[config.mk]
export PLATFORM = sky130hd
export DESIGN_NAME = cpc_video_out_flat
export DESIGN_NICKNAME = d
export VERILOG_FILES = /design/src/rtl/cpc_video_pkg.sv /design/src/rtl/cpc_video_out_if.sv /design/src/rtl/cpc_rgb_level.sv /design/src/rtl/cpc_video_out.sv /design/src/flat_wrapper.sv
export SDC_FILE = /design/constraint.sdc
export NUM_CORES = 1
export LEC_CHECK = 0
export CORE_MARGIN = 3
export CORE_UTILIZATION = 50
export CTS_CLUSTER_DIAMETER = 200
export DETAILED_ROUTE_END_ITERATION = 10
export HOLD_SLACK_MARGIN = 0.03
export PLACE_DENSITY = 0.79
export SYNTH_ARGS = -nofsm -noshare
export SYNTH_HDL_FRONTEND = slang
export SYNTH_SLANG_ARGS = --single-unit
[constraint.sdc]
create_clock -name clk -period 3.4 [get_ports clk]
set_clock_uncertainty 0.05 [all_clocks]
set_input_delay 0.68 -clock clk [delete_from_list [all_inputs] [get_ports clk]]
set_output_delay 0.68 -clock clk [all_outputs]
set_load 0.01 [all_outputs]
[src/rtl/cpc_video_pkg.sv]
// Shared types and constants for the CPC gate-array video output decoder:
// level codes, channel intensities, green-screen LUT and default timing.
package cpc_video_pkg;

   typedef logic [1:0] lvl_t;

   localparam lvl_t LVL_OFF  = 2'd0;
   localparam lvl_t LVL_HALF = 2'd1;
   localparam lvl_t LVL_FULL = 2'd2;

   localparam logic [7:0] VAL_OFF  = 8'h00;
   localparam logic [7:0] VAL_HALF = 8'h7F;
   localparam logic [7:0] VAL_FULL = 8'hFF;

   // MONO_LUT[i] = (i*255)/26, truncated
   localparam logic [7:0] MONO_LUT [27] = '{
      8'd0,   8'd9,   8'd19,  8'd29,  8'd39,  8'd49,  8'd58,  8'd68,  8'd78,
      8'd88,  8'd98,  8'd107, 8'd117, 8'd127, 8'd137, 8'd147, 8'd156, 8'd166,
      8'd176, 8'd186, 8'd196, 8'd205, 8'd215, 8'd225, 8'd235, 8'd245, 8'd255
   };

   localparam int H_START_DEF  = 160;
   localparam int H_WIDTH_DEF  = 768;
   localparam int V_START_DEF  = 24;
   localparam int V_HEIGHT_DEF = 272;

   localparam logic [9:0] HCNT_MAX = 10'd1023;
   localparam logic [8:0] VCNT_MAX = 9'd511;

   // A released (tristated) pin floats to mid level through the monitor load
   function automatic lvl_t decode_lvl(input logic oe_n, input logic lvl);
      if (oe_n)     return LVL_HALF;
      else if (lvl) return LVL_FULL;
      else          return LVL_OFF;
   endfunction

   function automatic logic [4:0] mono_idx(input lvl_t r, input lvl_t g, input lvl_t b);
      return 5'(9 * int'(g) + 3 * int'(r) + int'(b));
   endfunction

endpackage

[src/rtl/cpc_video_out_if.sv]
// Gate-array video pins in, decoded scaler-facing video out.
// master = gate-array/driver side, slave = decoder.
interface cpc_video_out_if;
   logic       HSYNC;
   logic       VSYNC;
   logic       RED_OE_N;
   logic       RED;
   logic       GREEN_OE_N;
   logic       GREEN;
   logic       BLUE_OE_N;
   logic       BLUE;
   logic       CE_PIX;
   logic [7:0] R;
   logic [7:0] G;
   logic [7:0] B;
   logic       HS;
   logic       VS;
   logic       HBLANK;
   logic       VBLANK;
   logic [9:0] LINE_LEN;

   modport master (
      output HSYNC, VSYNC, RED_OE_N, RED, GREEN_OE_N, GREEN, BLUE_OE_N, BLUE,
      input  CE_PIX, R, G, B, HS, VS, HBLANK, VBLANK, LINE_LEN
   );

   modport slave (
      input  HSYNC, VSYNC, RED_OE_N, RED, GREEN_OE_N, GREEN, BLUE_OE_N, BLUE,
      output CE_PIX, R, G, B, HS, VS, HBLANK, VBLANK, LINE_LEN
   );
endinterface

[src/rtl/cpc_rgb_level.sv]
// One colour channel: three-level tristate pin -> level code (combinational)
// and registered 8-bit intensity, with blanking and an override value.
module cpc_rgb_level
   import cpc_video_pkg::*;
(
   input  logic       clk_i,
   input  logic       rst_n_i,
   input  logic       cen_i,
   input  logic       oe_n_i,
   input  logic       lvl_i,
   input  logic       blank_i,
   input  logic       alt_en_i,
   input  logic [7:0] alt_val_i,
   output lvl_t       code_o,
   output logic [7:0] val_o
);

   logic [7:0] val_q, val_d;

   assign code_o = decode_lvl(oe_n_i, lvl_i);

   always_comb begin
      val_d = val_q;
      if (cen_i) begin
         if (blank_i)       val_d = VAL_OFF;
         else if (alt_en_i) val_d = alt_val_i;
         else begin
            case (code_o)
               LVL_HALF: val_d = VAL_HALF;
               LVL_FULL: val_d = VAL_FULL;
               default:  val_d = VAL_OFF;
            endcase
         end
      end
   end

   always_ff @(posedge clk_i) begin
      if (!rst_n_i) val_q <= VAL_OFF;
      else          val_q <= val_d;
   end

   assign val_o = val_q;

endmodule

[src/rtl/cpc_video_out.sv]
// CPC video output stage: RGB decode, sync regeneration, blanking windows and
// line-length measurement. Optional green-screen path: CPC_VIDEO_MONO_EN.
module cpc_video_out
   import cpc_video_pkg::*;
#(
   parameter int H_START  = H_START_DEF,
   parameter int H_WIDTH  = H_WIDTH_DEF,
   parameter int V_START  = V_START_DEF,
   parameter int V_HEIGHT = V_HEIGHT_DEF
) (
   input  logic            clk,
   input  logic            RESET_N,
   input  logic            cen_16,
   input  logic            MONO,
   cpc_video_out_if.slave  vid
);

   localparam logic [10:0] H_LO = 11'(H_START);
   localparam logic [10:0] H_HI = 11'(H_START + H_WIDTH);
   localparam logic [10:0] V_LO = 11'(V_START);
   localparam logic [10:0] V_HI = 11'(V_START + V_HEIGHT);

   logic       hs_q, vs_q, ce_pix_q;
   logic [9:0] hcnt_q, hcnt_d;
   logic [8:0] vcnt_q, vcnt_d;
   logic [9:0] line_len_q, line_len_d;
   logic       hblank_q, hblank_d, vblank_q, vblank_d;
   logic       hs_rise, vs_rise, blank_d;
   lvl_t       r_code, g_code, b_code;
   logic       alt_en;
   logic [7:0] g_alt;
   logic [7:0] r_val, g_val, b_val;

   // hs_q/vs_q double as the previous-sample edge registers and the HS/VS outputs
   assign hs_rise = vid.HSYNC & ~hs_q;
   assign vs_rise = vid.VSYNC & ~vs_q;

   always_comb begin
      hcnt_d     = hcnt_q;
      vcnt_d     = vcnt_q;
      line_len_d = line_len_q;
      if (cen_16) begin
         if (hs_rise) begin
            hcnt_d     = '0;
            line_len_d = (hcnt_q == HCNT_MAX) ? HCNT_MAX : hcnt_q + 10'd1;
         end else if (hcnt_q != HCNT_MAX) begin
            hcnt_d = hcnt_q + 10'd1;
         end
         if (vs_rise)                            vcnt_d = '0;
         else if (hs_rise && vcnt_q != VCNT_MAX) vcnt_d = vcnt_q + 9'd1;
      end
   end

   // Windows use this tick's counter values so blanking lines up with the pixel
   assign hblank_d = !(({1'b0, hcnt_d} >= H_LO) && ({1'b0, hcnt_d} < H_HI));
   assign vblank_d = !(({2'b0, vcnt_d} >= V_LO) && ({2'b0, vcnt_d} < V_HI));
   assign blank_d  = hblank_d | vblank_d;

`ifdef CPC_VIDEO_MONO_EN
   logic [4:0] idx;
   assign idx    = mono_idx(r_code, g_code, b_code);
   assign alt_en = MONO;
   assign g_alt  = MONO_LUT[idx];
`else
   logic unused_mono;
   assign unused_mono = ^{MONO, r_code, g_code, b_code};
   assign alt_en      = 1'b0;
   assign g_alt       = VAL_OFF;
`endif

   cpc_rgb_level u_red (
      .clk_i(clk), .rst_n_i(RESET_N), .cen_i(cen_16),
      .oe_n_i(vid.RED_OE_N), .lvl_i(vid.RED), .blank_i(blank_d),
      .alt_en_i(alt_en), .alt_val_i(VAL_OFF), .code_o(r_code), .val_o(r_val)
   );

   cpc_rgb_level u_green (
      .clk_i(clk), .rst_n_i(RESET_N), .cen_i(cen_16),
      .oe_n_i(vid.GREEN_OE_N), .lvl_i(vid.GREEN), .blank_i(blank_d),
      .alt_en_i(alt_en), .alt_val_i(g_alt), .code_o(g_code), .val_o(g_val)
   );

   cpc_rgb_level u_blue (
      .clk_i(clk), .rst_n_i(RESET_N), .cen_i(cen_16),
      .oe_n_i(vid.BLUE_OE_N), .lvl_i(vid.BLUE), .blank_i(blank_d),
      .alt_en_i(alt_en), .alt_val_i(VAL_OFF), .code_o(b_code), .val_o(b_val)
   );

   always_ff @(posedge clk) begin
      if (!RESET_N) begin
         hs_q       <= 1'b0;
         vs_q       <= 1'b0;
         ce_pix_q   <= 1'b0;
         hcnt_q     <= '0;
         vcnt_q     <= '0;
         line_len_q <= '0;
         hblank_q   <= 1'b1;
         vblank_q   <= 1'b1;
      end else begin
         ce_pix_q   <= cen_16;
         hcnt_q     <= hcnt_d;
         vcnt_q     <= vcnt_d;
         line_len_q <= line_len_d;
         if (cen_16) begin
            hs_q     <= vid.HSYNC;
            vs_q     <= vid.VSYNC;
            hblank_q <= hblank_d;
            vblank_q <= vblank_d;
         end
      end
   end

   assign vid.CE_PIX   = ce_pix_q;
   assign vid.R        = r_val;
   assign vid.G        = g_val;
   assign vid.B        = b_val;
   assign vid.HS       = hs_q;
   assign vid.VS       = vs_q;
   assign vid.HBLANK   = hblank_q;
   assign vid.VBLANK   = vblank_q;
   assign vid.LINE_LEN = line_len_q;

endmodule

[src/flat_wrapper.sv]
// flat-port wrapper written by rule: the top's interface ports become plain ports
module cpc_video_out_flat import cpc_video_pkg::*;
#(
   parameter int H_START  = H_START_DEF,
   parameter int H_WIDTH  = H_WIDTH_DEF,
   parameter int V_START  = V_START_DEF,
   parameter int V_HEIGHT = V_HEIGHT_DEF
)
  (clk, RESET_N, cen_16, MONO, vid_HSYNC, vid_VSYNC, vid_RED_OE_N, vid_RED, vid_GREEN_OE_N, vid_GREEN, vid_BLUE_OE_N, vid_BLUE, vid_CE_PIX, vid_R, vid_G, vid_B, vid_HS, vid_VS, vid_HBLANK, vid_VBLANK, vid_LINE_LEN);
  cpc_video_out_if vid_i ();
  input  logic clk;
  input  logic RESET_N;
  input  logic cen_16;
  input  logic MONO;
  input wire logic [$bits(vid_i.HSYNC)-1:0] vid_HSYNC;
  input wire logic [$bits(vid_i.VSYNC)-1:0] vid_VSYNC;
  input wire logic [$bits(vid_i.RED_OE_N)-1:0] vid_RED_OE_N;
  input wire logic [$bits(vid_i.RED)-1:0] vid_RED;
  input wire logic [$bits(vid_i.GREEN_OE_N)-1:0] vid_GREEN_OE_N;
  input wire logic [$bits(vid_i.GREEN)-1:0] vid_GREEN;
  input wire logic [$bits(vid_i.BLUE_OE_N)-1:0] vid_BLUE_OE_N;
  input wire logic [$bits(vid_i.BLUE)-1:0] vid_BLUE;
  output wire logic [$bits(vid_i.CE_PIX)-1:0] vid_CE_PIX;
  output wire logic [$bits(vid_i.R)-1:0] vid_R;
  output wire logic [$bits(vid_i.G)-1:0] vid_G;
  output wire logic [$bits(vid_i.B)-1:0] vid_B;
  output wire logic [$bits(vid_i.HS)-1:0] vid_HS;
  output wire logic [$bits(vid_i.VS)-1:0] vid_VS;
  output wire logic [$bits(vid_i.HBLANK)-1:0] vid_HBLANK;
  output wire logic [$bits(vid_i.VBLANK)-1:0] vid_VBLANK;
  output wire logic [$bits(vid_i.LINE_LEN)-1:0] vid_LINE_LEN;
  assign vid_i.HSYNC = vid_HSYNC;
  assign vid_i.VSYNC = vid_VSYNC;
  assign vid_i.RED_OE_N = vid_RED_OE_N;
  assign vid_i.RED = vid_RED;
  assign vid_i.GREEN_OE_N = vid_GREEN_OE_N;
  assign vid_i.GREEN = vid_GREEN;
  assign vid_i.BLUE_OE_N = vid_BLUE_OE_N;
  assign vid_i.BLUE = vid_BLUE;
  assign vid_CE_PIX = vid_i.CE_PIX;
  assign vid_R = vid_i.R;
  assign vid_G = vid_i.G;
  assign vid_B = vid_i.B;
  assign vid_HS = vid_i.HS;
  assign vid_VS = vid_i.VS;
  assign vid_HBLANK = vid_i.HBLANK;
  assign vid_VBLANK = vid_i.VBLANK;
  assign vid_LINE_LEN = vid_i.LINE_LEN;
  cpc_video_out #(.H_START(H_START), .H_WIDTH(H_WIDTH), .V_START(V_START), .V_HEIGHT(V_HEIGHT)) u_core (.clk(clk), .RESET_N(RESET_N), .cen_16(cen_16), .MONO(MONO), .vid(vid_i));
endmodule
==> results of run 1 <==
==> cell type report <==
class,count,area (sq um)
well taps,50,62.6
repair buffers,55,536
fillers,352,1450
multi-input cells,189,1200
clock inverters,2,35.0
inverters,3,11.3
clock buffers,6,72.6
flip-flops and latches,40,801
==> where the power goes <==
part / internal, uW / total, uW / switching [uW]
clock: 218 / 387 / 169
sequential: 479 / 487 / 7.96
combinational: 43.5 / 88.2 / 44.8
total: 740 / 962 / 222
==> stage by stage <==
step           instance area (sq um)  std cells  util (%)  hold WS [ns]  power (uW)
2_1_floorplan                   2270        267         -         0.425         544
3_3_place_gp                    2610        337      62.6         0.385         585
3_5_place_dp                    2610        337      62.6         0.396         586
4_1_cts                         2720        345      65.2         0.415         966
5_1_grt                         2720        345      65.2         0.468         999
6_report                        2720        345      65.2         0.411         962
==> routing by layer <==
metal / wire, um / vias up / GRT usage [%] / part of all wire (%)
met5: 0 / - / 0 / 0
met4: 53 / 0 / 6.24 / 1.1
met3: 264 / 7 / 4.24 / 5.5
met2: 2270 / 57 / 31.5 / 47
met1: 2230 / 920 / 24.5 / 46
li1: - / 989 / - / -
==> critical path: cells and delay by family (launching register included) <==
kind                       cells  cell delay [ns]
muxes                          1             0.42
and+or+nand+nor                5             0.92
adders and majority gates      2             0.55
DFF                            1             0.38
AOI/OAI and AO/OA              2             0.70
==> cells in the final DEF (no fill, tap or decap), types with 4 or more instances in the layout <==
master / count
a211oi_1: 5
a21oi_1: 12
a31oi_1: 7
and2_1: 8
and3_1: 4
buf_4: 6
clkbuf_8: 5
clkdlybuf4s50_1: 49
dfxtp_1: 40
ha_1: 4
mux2i_1: 6
nand2_1: 31
nand3_1: 7
nand4_1: 5
nor2_1: 20
nor3_1: 5
o21ai_0: 18
xnor2_1: 6
xor2_1: 6
==> flip-flops by register name, indices dropped and copies added (netlist names) <==
signal,cells
u_core.hcnt_q,10
u_core.vid.LINE_LEN,10
u_core.vcnt_q,9
u_core.u_blue.val_o,2
u_core.u_green.val_o,2
u_core.u_red.val_o,2
u_core.vid.CE_PIX,1
u_core.vid.HBLANK,1
u_core.vid.HS,1
u_core.vid.VBLANK,1
u_core.vid.VS,1
==> worst max path at each step <==
stage,start,endpoint
final,u_core.vcnt_q[0],u_core.vid.VBLANK
after global placement,vid_HSYNC,u_core.vid.VBLANK
after floorplan,u_core.vcnt_q[0],u_core.vid.VBLANK
after CTS,u_core.vcnt_q[0],u_core.vid.VBLANK
after global routing,u_core.vcnt_q[0],u_core.vid.VBLANK
after detailed placement,vid_HSYNC,u_core.vid.VBLANK
==> kinds of logic (layout without fill, tap and decap cells) <==
family	after synthesis	count (layout)	share of synthesized area [%]
AO/OA/AOI/OAI	61	61	17.7
XOR/XNOR	12	12	4.64
adder cells (fa/ha/maj)	4	4	2.21
buffers and inverters	38	66	11.7
flip-flops	40	40	35.3
multiplexers	8	8	3.92
AND/OR/NAND/NOR	104	104	24.5
==> out/results.ini, run 1 <==
[outcome]
status = finished, final reports clean

[drt]
postRouteAntennaNets = 0
vias = 1973
drcViolationCount = 0
avgViaCountPerCell = 5.72
wl_mm = 4.82
detail_route.first_pass.iterations = 4
wl_per_cell_um = 14.0
drt_iter0_drc = 135

[min_path]
holdPathStages = 2
min_path_type = reg -> reg
hp-start = u_core.u_red.val_o[7]
holdPathEnd = u_core.u_red.val_o[7]

[clock_network]
cts_buffer_depth = 2
cts.htree.levels = 2
path_clk_slew_ns = 0.08
holdBufCountCts = 0
cts.sinks = 40
numCtsBuffers = 5
post_cts_buffers = 0
cts_tree = built
root_buffer = clkbuf_8
cts_resized = 0
clock_latency_ns = 0.29

[critical_path]
path_common_cell = ha_1
ff2ff_setup_slack_ns = 0.26
cp.arrival_ns = 3.27
r2r_cells = 10
cp.required_ns = 3.53
crit_path_start_kind = flip-flop
critPathCaptureType = flip-flop
path_cells = ha_1, nand3_1, nor2_1, ha_1, and4bb_1, mux2i_1, nand2_1, a211oi_1, nor3_2, a211o_1
r2r_start = u_core.vcnt_q[0]
cp_slowest_cell = and4bb_1
critical_path.max_fanout = 8
crit_type = reg -> reg
r2r_end = u_core.vid.VBLANK
slowest_delay_ns = 0.55

[synthesis]
synth_top_area_share_pct = 35.3
syn_inst = 267
synth_warnings = 0
synth.area.top_cells = dfxtp_1 (35%), buf_4 (6.6%), nand2_1 (5.1%), o21ai_0 (4.0%), nor2_1 (3.3%)
ys.flop_type = dfxtp_1
async_flop_share_pct = 0
synth_edf_count = 0
ys_ff_latch = 40
yosysMostFrequentCell = dfxtp_1
synth_top_area_cell = dfxtp_1
synth.distinct_cells = 53
syn_area_sq_mm = 0.00227
synth_commonest_cells = dfxtp_1 (40), nand2_1 (31), buf_4 (20), nor2_1 (20), o21ai_0 (18)
synth_nets = 283
syn_area_per_cell_sq_um = 8.49
seq_area_frac_synth_pct = 35.3

[timing]
min_period_over_period_pct = 92.2
finalHoldViolCount = 0
min_period_ns = 3.14
fin_tns_setup_ns = 0
setup_slack_ns = 0.264
fmax_mhz = 319
max-slew-margin-rel_pct = 63.7
rsz0062_at_grt = no
setup_violations = 0
slew_violations = 0
worst_slew_pin_slew_ns = 0.544

[flow_run]
max_cap_viol_count = 0

[placed_design]
dp_hpwl_mm = 3.49
gp_congestion = 0.880
numPortBuffers = 49
pre_cts_slack_ns = 0.240

[power]
power.density_mw_per_mm2 = 354
leakage_uw = 0.000979
vdd_drop_max_uv = 261

[global_route]
grt_pass1_vias = 1792
grt_max_degree = 21
grt_pass1_wl_mm = 8.07
grtUsageTotal_pct = 19.0
overflow = 0
antenna_found_initial = 0

[cells_and_area]
syn_to_final_growth_pct = 19.9
antenna_cells = 0
fin_nets = 310
drive_gt1_share_pct = 9.15

[floorplan]
ios = 51
core-area_sq_mm = 0.00417
die_x_um = 73.3
num_rows = 23
die_h_um = 73.3
die_area_sq_mm = 0.00538
initial_utilization_pct = 54.3

No activity file was read; power rests on OpenSTA's default activity.
==> inputs of run 2 (changes only) <==
--- a/config.mk
+++ b/config.mk
@@ -5,6 +5,7 @@
 export SDC_FILE = /design/constraint.sdc
 export NUM_CORES = 1
 export LEC_CHECK = 0
+export CAP_MARGIN = 30
 export CORE_MARGIN = 3
 export CORE_UTILIZATION = 50
 export CTS_CLUSTER_DIAMETER = 200
==> results of run 2 <==
Same layout as run 1: the final DEF is identical, and so are final timing and power.
==> inputs of run 3 (changes only) <==
--- a/config.mk
+++ b/config.mk
@@ -10,6 +10,7 @@
 export CORE_UTILIZATION = 50
 export CTS_CLUSTER_DIAMETER = 200
 export DETAILED_ROUTE_END_ITERATION = 10
+export GPL_ROUTABILITY_DRIVEN = 0
 export HOLD_SLACK_MARGIN = 0.03
 export PLACE_DENSITY = 0.79
 export SYNTH_ARGS = -nofsm -noshare
==> out/results.ini, run 3 (synthesis gave the netlist of run 1 again) <==
[outcome]
status = finished, final reports clean

[placed_design]
dpl_cell_area_sq_mm = 0.00261
placedCellCount = 337
numPortBuffers = 49
dp_hpwl_mm = 3.57

[drt]
drt_iter0_drc = 111
postRouteAntennaNets = 0
wl_per_cell_um = 14.6
drcViolationCount = 0
vias = 2010
wl_mm = 5.04
avgViaCountPerCell = 5.84
detail_route.first_pass.iterations = 4

[timing]
setup_violations = 0
rsz0062_at_grt = no
fmax_mhz = 326
finalHoldViolCount = 0
min_period_over_period_pct = 90.3
fin_tns_setup_ns = 0
worst_slew_pin_slew_ns = 0.468
max-slew-margin-rel_pct = 68.6
holdWs_ns = 0.414
min_period_ns = 3.07
slew_violations = 0

[floorplan]
ios = 51
die_x_um = 73.3
die_area_sq_mm = 0.00538
initial_utilization_pct = 54.3
core-area_sq_mm = 0.00417
num_rows = 23
die_h_um = 73.3

[power]
power.density_mw_per_mm2 = 327
vdd_drop_max_uv = 254
leakage_uw = 0.000962

[cells_and_area]
fin_nets = 310
layout_common_cells = clkdlybuf4s50_1 (49), dfxtp_1 (40), nand2_1 (31), nor2_1 (20), o21ai_0 (18)
syn_to_final_growth_pct = 18.6
final_common_cell = clkdlybuf4s50_1
design_area_sq_mm = 0.00269
antenna_cells = 0
drive_gt1_share_pct = 9.18
finish.utilization_pct = 64.4
instances_no_fill = 344

[global_route]
grt_util_met1_pct = 23.7
grt_pass1_vias = 1812
grt_use_met2_pct = 32.9
antenna_found_initial = 0
grtUsageTotal_pct = 19.3
grt_util_met3_pct = 4.10
grt_busiest_layer = met2
overflow = 0
grt_max_degree = 21
grt_pass1_wl_mm = 8.21

[clock_network]
holdBufCountCts = 0
cts.htree.levels = 2
clock_latency_ns = 0.29
cts_buffer_depth = 2
numCtsBuffers = 5
post_cts_buffers = 0
path_clk_slew_ns = 0.08
cts.sinks = 40
root_buffer = clkbuf_8
cts_tree = built

[critical_path]
r2r_cells = 10
crit_path_start_kind = flip-flop
startpoint = u_core.vcnt_q[0]
cp.arrival_ns = 3.21
cp.required_ns = 3.54
r2r_end = u_core.vid.VBLANK
crit_type = reg -> reg
critPathCaptureType = flip-flop
r2r_start = u_core.vcnt_q[0]
critical_path.max_fanout = 8
ff2ff_setup_slack_ns = 0.33

[min_path]
hp-start = u_core.vid.LINE_LEN[9]
holdPathEnd = u_core.vid.LINE_LEN[9]
min_path_type = reg -> reg
holdPathStages = 2

[flow_run]
max_cap_viol_count = 0

run 3: metal layers:
metal / share of wire [%] / up-vias
li1: - / 986
met4: 1.7 / 0
met5: 0 / -
met2: 46 / 73
met3: 5.9 / 9
met1: 46 / 942
run 3: area by class of cell:
type                            instances  area [sq um]
Fill cell                             346          1480
Multi-Input combinational cell        189          1200
Sequential cell                        40           801
Timing Repair Buffer                   55           536
Clock buffer                            6          72.6
Tap cell                               50          62.6
Inverter                                3          11.3
Clock inverter                          1          5.00
run 3: worst max-delay path by stage:
stage | endpoint | slack, ns | cells after the start
after floorplan | u_core.vid.VBLANK | 0.75 | 11
after global placement | u_core.vid.VBLANK | 0.27 | 7
after detailed placement | u_core.vid.VBLANK | 0.19 | 7
after CTS | u_core.vid.VBLANK | 0.23 | 10
after global routing | u_core.u_green.val_o[7] | 0.05 | 10
final | u_core.vid.VBLANK | 0.33 | 10
run 3: what timing repair did:
action	in CTS	in global routing
gates resized for setup	0	1
endpoints found under the setup margin	0	4
hold endpoints to repair	0	0
run 3: report_power, final:
part           total [uW]  internal (uW)  switching (uW)  leakage, uW
Sequential            487            479            8.08     0.000325
Combinational        88.3           43.6            44.8     0.000596
Clock                 303            140             163    0.0000410
Total                 878            662             216     0.000962
run 3: through the flow:
stage | worst slack (ns) | total power (uW)
floorplan | 0.748 | 544
global placement | 0.275 | 585
detailed placement | 0.187 | 586
CTS | 0.233 | 884
global route | 0.0495 | 915
finish | 0.331 | 878
run 3: worst max-delay path, stage by stage (launching register included):
cell and delay, ns:
dfxtp_1 0.38, ha_1 0.30, nand3_1 0.10, nor2_1 0.05, ha_1 0.25, and4bb_2 0.48
mux2i_1 0.40, nand2_1 0.09, a211oi_1 0.40, nor3_2 0.15, a211o_1 0.30
